==> src/rtl/instr_mem_loadable.sv <==
// rtl/instr_mem_loadable.sv - loadable synchronous-read instruction memory
//
// Instruction store for the RV32I core. After reset the memory sits in
// LOADING and accepts an image one word at a time from a boot loader; once
// the last word arrives it enters RUN and serves fetches with one cycle of
// read latency. A fetch to a misaligned or out-of-range address returns
// NOP_WORD with FetchFault_o set.
//
// Ports:
//   Clk_i            system clock, rising edge
//   Reset_i          synchronous active-high reset
//   LoadStart_i      in RUN: restart loading at word 0
//   LoadValid_i      LoadData_i valid this cycle
//   LoadData_i       instruction word to write at the load pointer
//   LoadLast_i       final word of the image (qualified by LoadValid_i)
//   LoadReady_o      high in LOADING
//   Loaded_o         high in RUN
//   FetchReq_i       fetch request
//   Address_i        byte address of the instruction
//   FetchStall_o     request cannot be accepted (still loading)
//   InstructionOut_o fetched word, valid with FetchValid_o
//   FetchValid_o     response to the request accepted last cycle
//   FetchFault_o     misaligned or out-of-range fetch (with FetchValid_o)

module instr_mem_loadable #(
    parameter int          DEPTH_WORDS = 64,
    parameter int          ADDR_WIDTH  = 32,
    parameter logic [31:0] NOP_WORD    = 32'h0000_0013
) (
    input  logic                  Clk_i,
    input  logic                  Reset_i,
    input  logic                  LoadStart_i,
    input  logic                  LoadValid_i,
    input  logic [31:0]           LoadData_i,
    input  logic                  LoadLast_i,
    output logic                  LoadReady_o,
    output logic                  Loaded_o,
    input  logic                  FetchReq_i,
    input  logic [ADDR_WIDTH-1:0] Address_i,
    output logic                  FetchStall_o,
    output logic [31:0]           InstructionOut_o,
    output logic                  FetchValid_o,
    output logic                  FetchFault_o
);

    localparam int IDX_W = $clog2(DEPTH_WORDS);
    localparam logic [IDX_W-1:0] LAST_IDX = IDX_W'(DEPTH_WORDS - 1);

    typedef enum logic [0:0] {
        ST_LOADING = 1'b0,
        ST_RUN     = 1'b1
    } state_t;

    state_t           state_q, state_d;
    logic [IDX_W-1:0] ptr_q, ptr_d;
    logic [31:0]      mem_q [DEPTH_WORDS];

    logic [31:0]      instr_q, instr_d;
    logic             valid_q, valid_d;
    logic             fault_q, fault_d;

    logic                  load_accept;
    logic                  fetch_accept;
    logic [ADDR_WIDTH-1:0] word_addr;
    logic                  misaligned;
    logic                  out_of_range;
    logic                  fetch_fault;

    assign load_accept  = LoadValid_i && (state_q == ST_LOADING);
    assign fetch_accept = FetchReq_i && (state_q == ST_RUN);

    // Full-width compare so any set upper address bit counts as out of range.
    assign word_addr    = Address_i >> 2;
    assign misaligned   = (Address_i[1:0] != 2'b00);
    assign out_of_range = (word_addr >= ADDR_WIDTH'(DEPTH_WORDS));
    assign fetch_fault  = misaligned || out_of_range;

    always_comb begin
        state_d = state_q;
        ptr_d   = ptr_q;
        unique case (state_q)
            ST_LOADING: begin
                if (load_accept) begin
                    // The final slot ends the image even without LoadLast,
                    // so the pointer never wraps back over word 0.
                    if (LoadLast_i || (ptr_q == LAST_IDX)) begin
                        state_d = ST_RUN;
                    end else begin
                        ptr_d = ptr_q + 1'b1;
                    end
                end
            end
            ST_RUN: begin
                if (LoadStart_i) begin
                    state_d = ST_LOADING;
                    ptr_d   = '0;
                end
            end
            default: begin
                state_d = ST_LOADING;
                ptr_d   = '0;
            end
        endcase
    end

    always_comb begin
        valid_d = fetch_accept;
        fault_d = fetch_accept && fetch_fault;
        instr_d = instr_q;
        if (fetch_accept) begin
            instr_d = fetch_fault ? NOP_WORD : mem_q[word_addr[IDX_W-1:0]];
        end
    end

    always_ff @(posedge Clk_i) begin
        if (Reset_i) begin
            state_q <= ST_LOADING;
            ptr_q   <= '0;
            instr_q <= '0;
            valid_q <= 1'b0;
            fault_q <= 1'b0;
        end else begin
            state_q <= state_d;
            ptr_q   <= ptr_d;
            instr_q <= instr_d;
            valid_q <= valid_d;
            fault_q <= fault_d;
        end
    end

    // Array is deliberately not reset: words survive a reset mid-load.
    always_ff @(posedge Clk_i) begin
        if (load_accept && !Reset_i) begin
            mem_q[ptr_q] <= LoadData_i;
        end
    end

    assign LoadReady_o      = (state_q == ST_LOADING);
    assign Loaded_o         = (state_q == ST_RUN);
    assign FetchStall_o     = FetchReq_i && (state_q != ST_RUN);
    assign InstructionOut_o = instr_q;
    assign FetchValid_o     = valid_q;
    assign FetchFault_o     = fault_q;

endmodule

==> config.mk <==
export PLATFORM = sky130hd
export DESIGN_NAME = instr_mem_loadable
export DESIGN_NICKNAME = d
export VERILOG_FILES = /design/src/rtl/instr_mem_loadable.sv
export SDC_FILE = /design/constraint.sdc
export NUM_CORES = 2
export LEC_CHECK = 0
export ABC_CLOCK_PERIOD_IN_PS = 6300
export CAP_MARGIN = 20
export CORE_MARGIN = 4
export CORE_UTILIZATION = 35
export CTS_BUF_LIST = sky130_fd_sc_hd__clkbuf_8 sky130_fd_sc_hd__clkbuf_16
export DETAILED_ROUTE_END_ITERATION = 8
export PLACE_DENSITY_LB_ADDON = 0.15
export SLEW_MARGIN = 5
export SYNTH_ARGS = -nofsm -noshare
export SYNTH_HDL_FRONTEND = slang
export SYNTH_SLANG_ARGS = --single-unit
==> constraint.sdc <==
create_clock -name Clk_i -period 6.3 [get_ports Clk_i]
set_input_delay 1.26 -clock Clk_i [delete_from_list [all_inputs] [get_ports Clk_i]]
set_output_delay 1.26 -clock Clk_i [all_outputs]
set_load 0.01 [all_outputs]
== Word-level counts from Yosys, hierarchy flattened ==
Memories as Yosys holds them, arrays and structs flattened.
Index checks and enable logic that the tools add are counted.

* Add/sub/neg operators: 1
* $lt $le $gt $ge: 1
* Equality and inequality tests: 4
* Muxes and demuxes: 11
* Bitwise operators: 1
* Reductions and logical operators: 10

{| class="wikitable"
|+ Operators by type and width
! cell !! number
|-
| $mux W32 || 1
|-
| $ge A30 B7 Y1 const B || 1
|-
| $mux W6 || 3
|-
| $pmux W6 S2 || 1
|-
| $add A6 B1 Y6 const B || 1
|-
| $eq A6 B6 Y1 const B || 1
|-
| $logic_and A1 B1 Y1 || 5
|-
| $mux W1 || 5
|-
| $ne A2 B2 Y1 const B || 2
|-
| $reduce_and A3 Y1 || 1
|-
| $logic_or A1 B1 Y1 || 2
|-
| $ne A2 B1 Y1 const B || 1
|-
| $pmux W1 S2 || 1
|-
| $reduce_bool A2 Y1 || 1
|-
| $logic_not A1 Y1 || 1
|-
| $not A1 Y1 || 1
|}

* Bits in registers: 41
* Memory bits (writable): 2048
* Output and inout bits: 37
* Word-level logic and storage cells: 34
* Memories kept: 1

{| class="wikitable"
|+ Memory list
! memory !! depth !! width !! read ports !! clocked after memory_dff !! write ports !! line !! source
|-
| mem_q || 64 || 32 || 1 || 0 || 1 || 56 || <nowiki>logic [31:0] mem_q [DEPTH_WORDS];</nowiki>
|}

== Depth between registers and ports, before layout ==
* Depth in word-level cells: 5
* Depth in mapped cells: 10
* Depth with buffers taken out: 6

== Worst setup path before layout ==
No wires, ideal clock.

* Path type: input-to-reg
* Start: input port Reset_i
* End: memory mem_q[62][0] (enable)
* Arrival time: 3.420 ns
* Path slack: 2.459 ns
* Stages: 3
* Buffers on the path: 0
* Path through: nor4b_1 > nand3_1 > nor2_1

* Longest elaborated chain between the ends: 4

{| class="wikitable"
|+ RTL lines
! what !! line !! source
|-
| start: declaration || 31 || <nowiki>input logic Reset_i,</nowiki>
|-
| $logic_not A1 Y1 || 133 || <nowiki>if (load_accept && !Reset_i) begin</nowiki>
|-
| $logic_and A1 B1 Y1 || 133 ||
|-
| $mux W1 || 133 ||
|-
| $mux W1 (not written as such) || 134 || <nowiki>mem_q[ptr_q] <= LoadData_i;</nowiki>
|-
| end: declaration || 56 ||
|}

No other way between the ends.

== Worst setup path after layout ==
* Start: input port Reset_i
* End: memory mem_q[31][28] (enable)

Same word-level chain as after synthesis.

==> impl_results.md <==
* Cells after synthesis at 3742
* 1st-iter DRT viols at ~4200
* Placer Congestion at 0.836
* Remaining DRCs at 0
* Worst EP arrival at 4.66 ns
* # port buffers at 106
* Vias in the first global route at 39100
* Combinational Power Share at 0.049
* GR Overflow Total at 0
* Synth Flop Type: edfxtp_1
* Max VDD drop at approximately 0.29 mV
* Worst setup path endpoint: mem_q[31][28]
* Yosys cell types at 58
* Final min period at 4.14 ns
* CP max FO at 17
* Asr flop ratio synth at 0
* H-tree lvl count at 4
* Wirelength, routed at between 200 and 250 mm
* Top cells by area, synth: edfxtp_1 76%, mux4_2 13%, mux2i_1 2.0%, mux2_2 1.1%, dfxtp_1 1.0%
* Sequential area share after synthesis at 0.772
* Leakage power at 29.0 nW
* Routed wl met3 at 14.1 mm
* Routed vias/inst at approximately 5.4
* Die area at 238000 um2
* Final period util at 0.656
* Worst path required time at 6.83 ns
* CTS root buf: clkbuf_16
* Part of the power in the clock network at 0.425
* Hold Buf Count CTS at 0
* HP Class: reg -> reg
* Remaining antenna violation count at 0
* Pwr/cell area at 312 nW/um2
* Setup TNS at 0 ns
* Outcome: completed
* Number of detailed-route iterations in the first pass at 5
* Worst setup margin at 2.16 ns
* Critical path class: in -> reg
* Clk_lat worst skew at 0.86 ns
* Met1 WL at a little over 100 mm
* Nets at 4083
* Horiz. Die Dim at between 400 and 500 um
* Number of synthesized register bits at 2089
* Worst-path clk slew at 0.06 ns
* Synth Cell Area at 80700 um2
* Post-Syn Nets at between 3000 and 4000
* Post CTS Setup Buffer Count at 0
* Vias after detailed routing at 39200
* WL met2 at 105 mm
* Crit end category: register
* GR Util All Layers at 0.190
* Core area at 230000 um2
* Final setup viols at 0
* Post-synth top cells: 2048 x edfxtp_1, 474 x mux4_2, 170 x nand2_1
* Startpoint Class: input pin
* Slew HR at 0.250
* Initial antenna violation count at 20
* Setup Skew at 0.0532 ns
* HPWL Detailed at between 100 and 150 mm
* Fmax at 242 MHz
* # fillers at between 20000 and 25000
* Starting Density at 0.352
* Count leader, synth: edfxtp_1
* Die Y at about 500 um
* Synth-to-Final Area Change at 15.4%
* Int Power at 22.7 mW
* R2R Path Start: Loaded_o
* Synth top area share at 0.762
* Flop pwr share at 0.526
* Number of flops mapped to enable cells by yosys at ~2000
* Number of sinks on the clock net at 2089
* First-pass GRT wire length at 318 mm
* Fin. max-slew vios at 0
* Highest metal used: met5
* Ys Warns at 0
* Synth area leader: edfxtp_1
* Number of core rows at 176
* I/O Pins at 107
* Max Cap Viol at 0
* Worst R2R End: mem_q[31][28]
* Sw power at 6.36 mW
* Worst-Margin Slew at 1.12 ns
* DR WL/cell at 31.4 um
* R2R setup slack at 3.04 ns
* Resized Gates After CTS at 0
* Switch share at 0.219
* Share of cells above drive strength 1 at 0.270
* CTS tree: built
* Worst setup path startpoint: Reset_i
* Pre-CTS WS at between 0.7 and 0.8 ns
* Worst reg2reg path depth at 6
* RSZ-0062 raised after global routing: no
* Largest net degree at the start of global routing at 86
* Fin. Hold Viols at 0
* Longest Clk Path Bufs at 3
* Syn avg cell area at ~22 um2
* CTS Buf Count at 217
[worst max-delay path: stages]
cell             delay (ns)
clkdlybuf4s50_1        0.56
inv_1                  0.43
and4_1                 0.39
nand3_1                0.50
buf_8                  0.35
nor2_4                 0.69
buf_4                  0.44
[worst min path at each step]
stage	from	endpoint	slack, ns	cells after the start
6_report	InstructionOut_o[21]	InstructionOut_o[21]	0.54	2
5_1_grt	InstructionOut_o[6]	InstructionOut_o[6]	0.57	2
4_1_cts	InstructionOut_o[19]	InstructionOut_o[19]	0.54	2
3_5_place_dp	InstructionOut_o[19]	InstructionOut_o[19]	0.53	2
3_3_place_gp	InstructionOut_o[14]	InstructionOut_o[14]	0.53	2
2_1_floorplan	InstructionOut_o[27]	InstructionOut_o[27]	0.48	2
[stage by stage]
step / area, um2 / cells / hold WS [ns] / power (mW) / utilization
final: 93200 / 7228 / 0.540 / 29.0 / 0.406
after global routing: 93200 / 7221 / 0.567 / 30.0 / 0.406
after CTS: 93100 / 7216 / 0.540 / 29.4 / 0.405
after detailed placement: 86200 / 6815 / 0.530 / 17.0 / 0.376
after global placement: 86200 / 6814 / 0.528 / 17.0 / 0.376
after floorplan: 80700 / 3742 / 0.478 / 16.3 / -
[layout by cell type (no fill, tap or decap), drive strengths merged, types with 68 or more instances in the layout]
cell type and n:
nor2 118, buf 191, mux2 76, clkdlybuf4s50 68, clkinv 93, mux2i 162
mux4 474, edfxtp 2048, clkbuf 233, nand2 170
[power groups by stage]
stage	clock network, mW	logic, mW	registers, mW
global placement	0	1.43	15.6
CTS	12.6	1.44	15.3
global route	13.2	1.50	15.3
finish	12.3	1.42	15.3
floorplan	0	0.719	15.6
detailed placement	0	1.44	15.6
[area by class of cell]
cell class	instances	area, um2	share of cell area
sequential	2089	62300	0.669
multi-input combinational	1439	17800	0.191
clock buffer	233	5660	0.0607
tap	3026	3790	0.0406
timing repair buffer	259	2380	0.0255
clock inverter	168	1220	0.0130
inverter	6	26.3	0.000282
antenna	8	20.0	0.000215
[sequential cells by signal (all words and copies together), names as in the netlist]
register,cells
ptr_q,6
FetchValid_o,1
FetchFault_o,1
mem_q,2048
InstructionOut_o,32
Loaded_o,1
[cell families after synthesis]
kind of cell               after synthesis  synth area share
muxes                                  712             0.163
xor gates and xnor gates                 3          0.000325
DFF                                   2089             0.772
AOI/OAI and AO/OA                      274            0.0247
adders and majority gates                1          0.000155
buffers and inverters                  214            0.0145
and+or+nand+nor                        449            0.0256
[metal layers]
layer | vias up | GRT usage
met2 | 1215 | 0.293
met1 | 21400 | 0.279
met4 | 2 | 0.0447
met5 | - | 0
li1 | 16300 | -
met3 | 255 | 0.0366
Power figures use the tool's default switching activity.
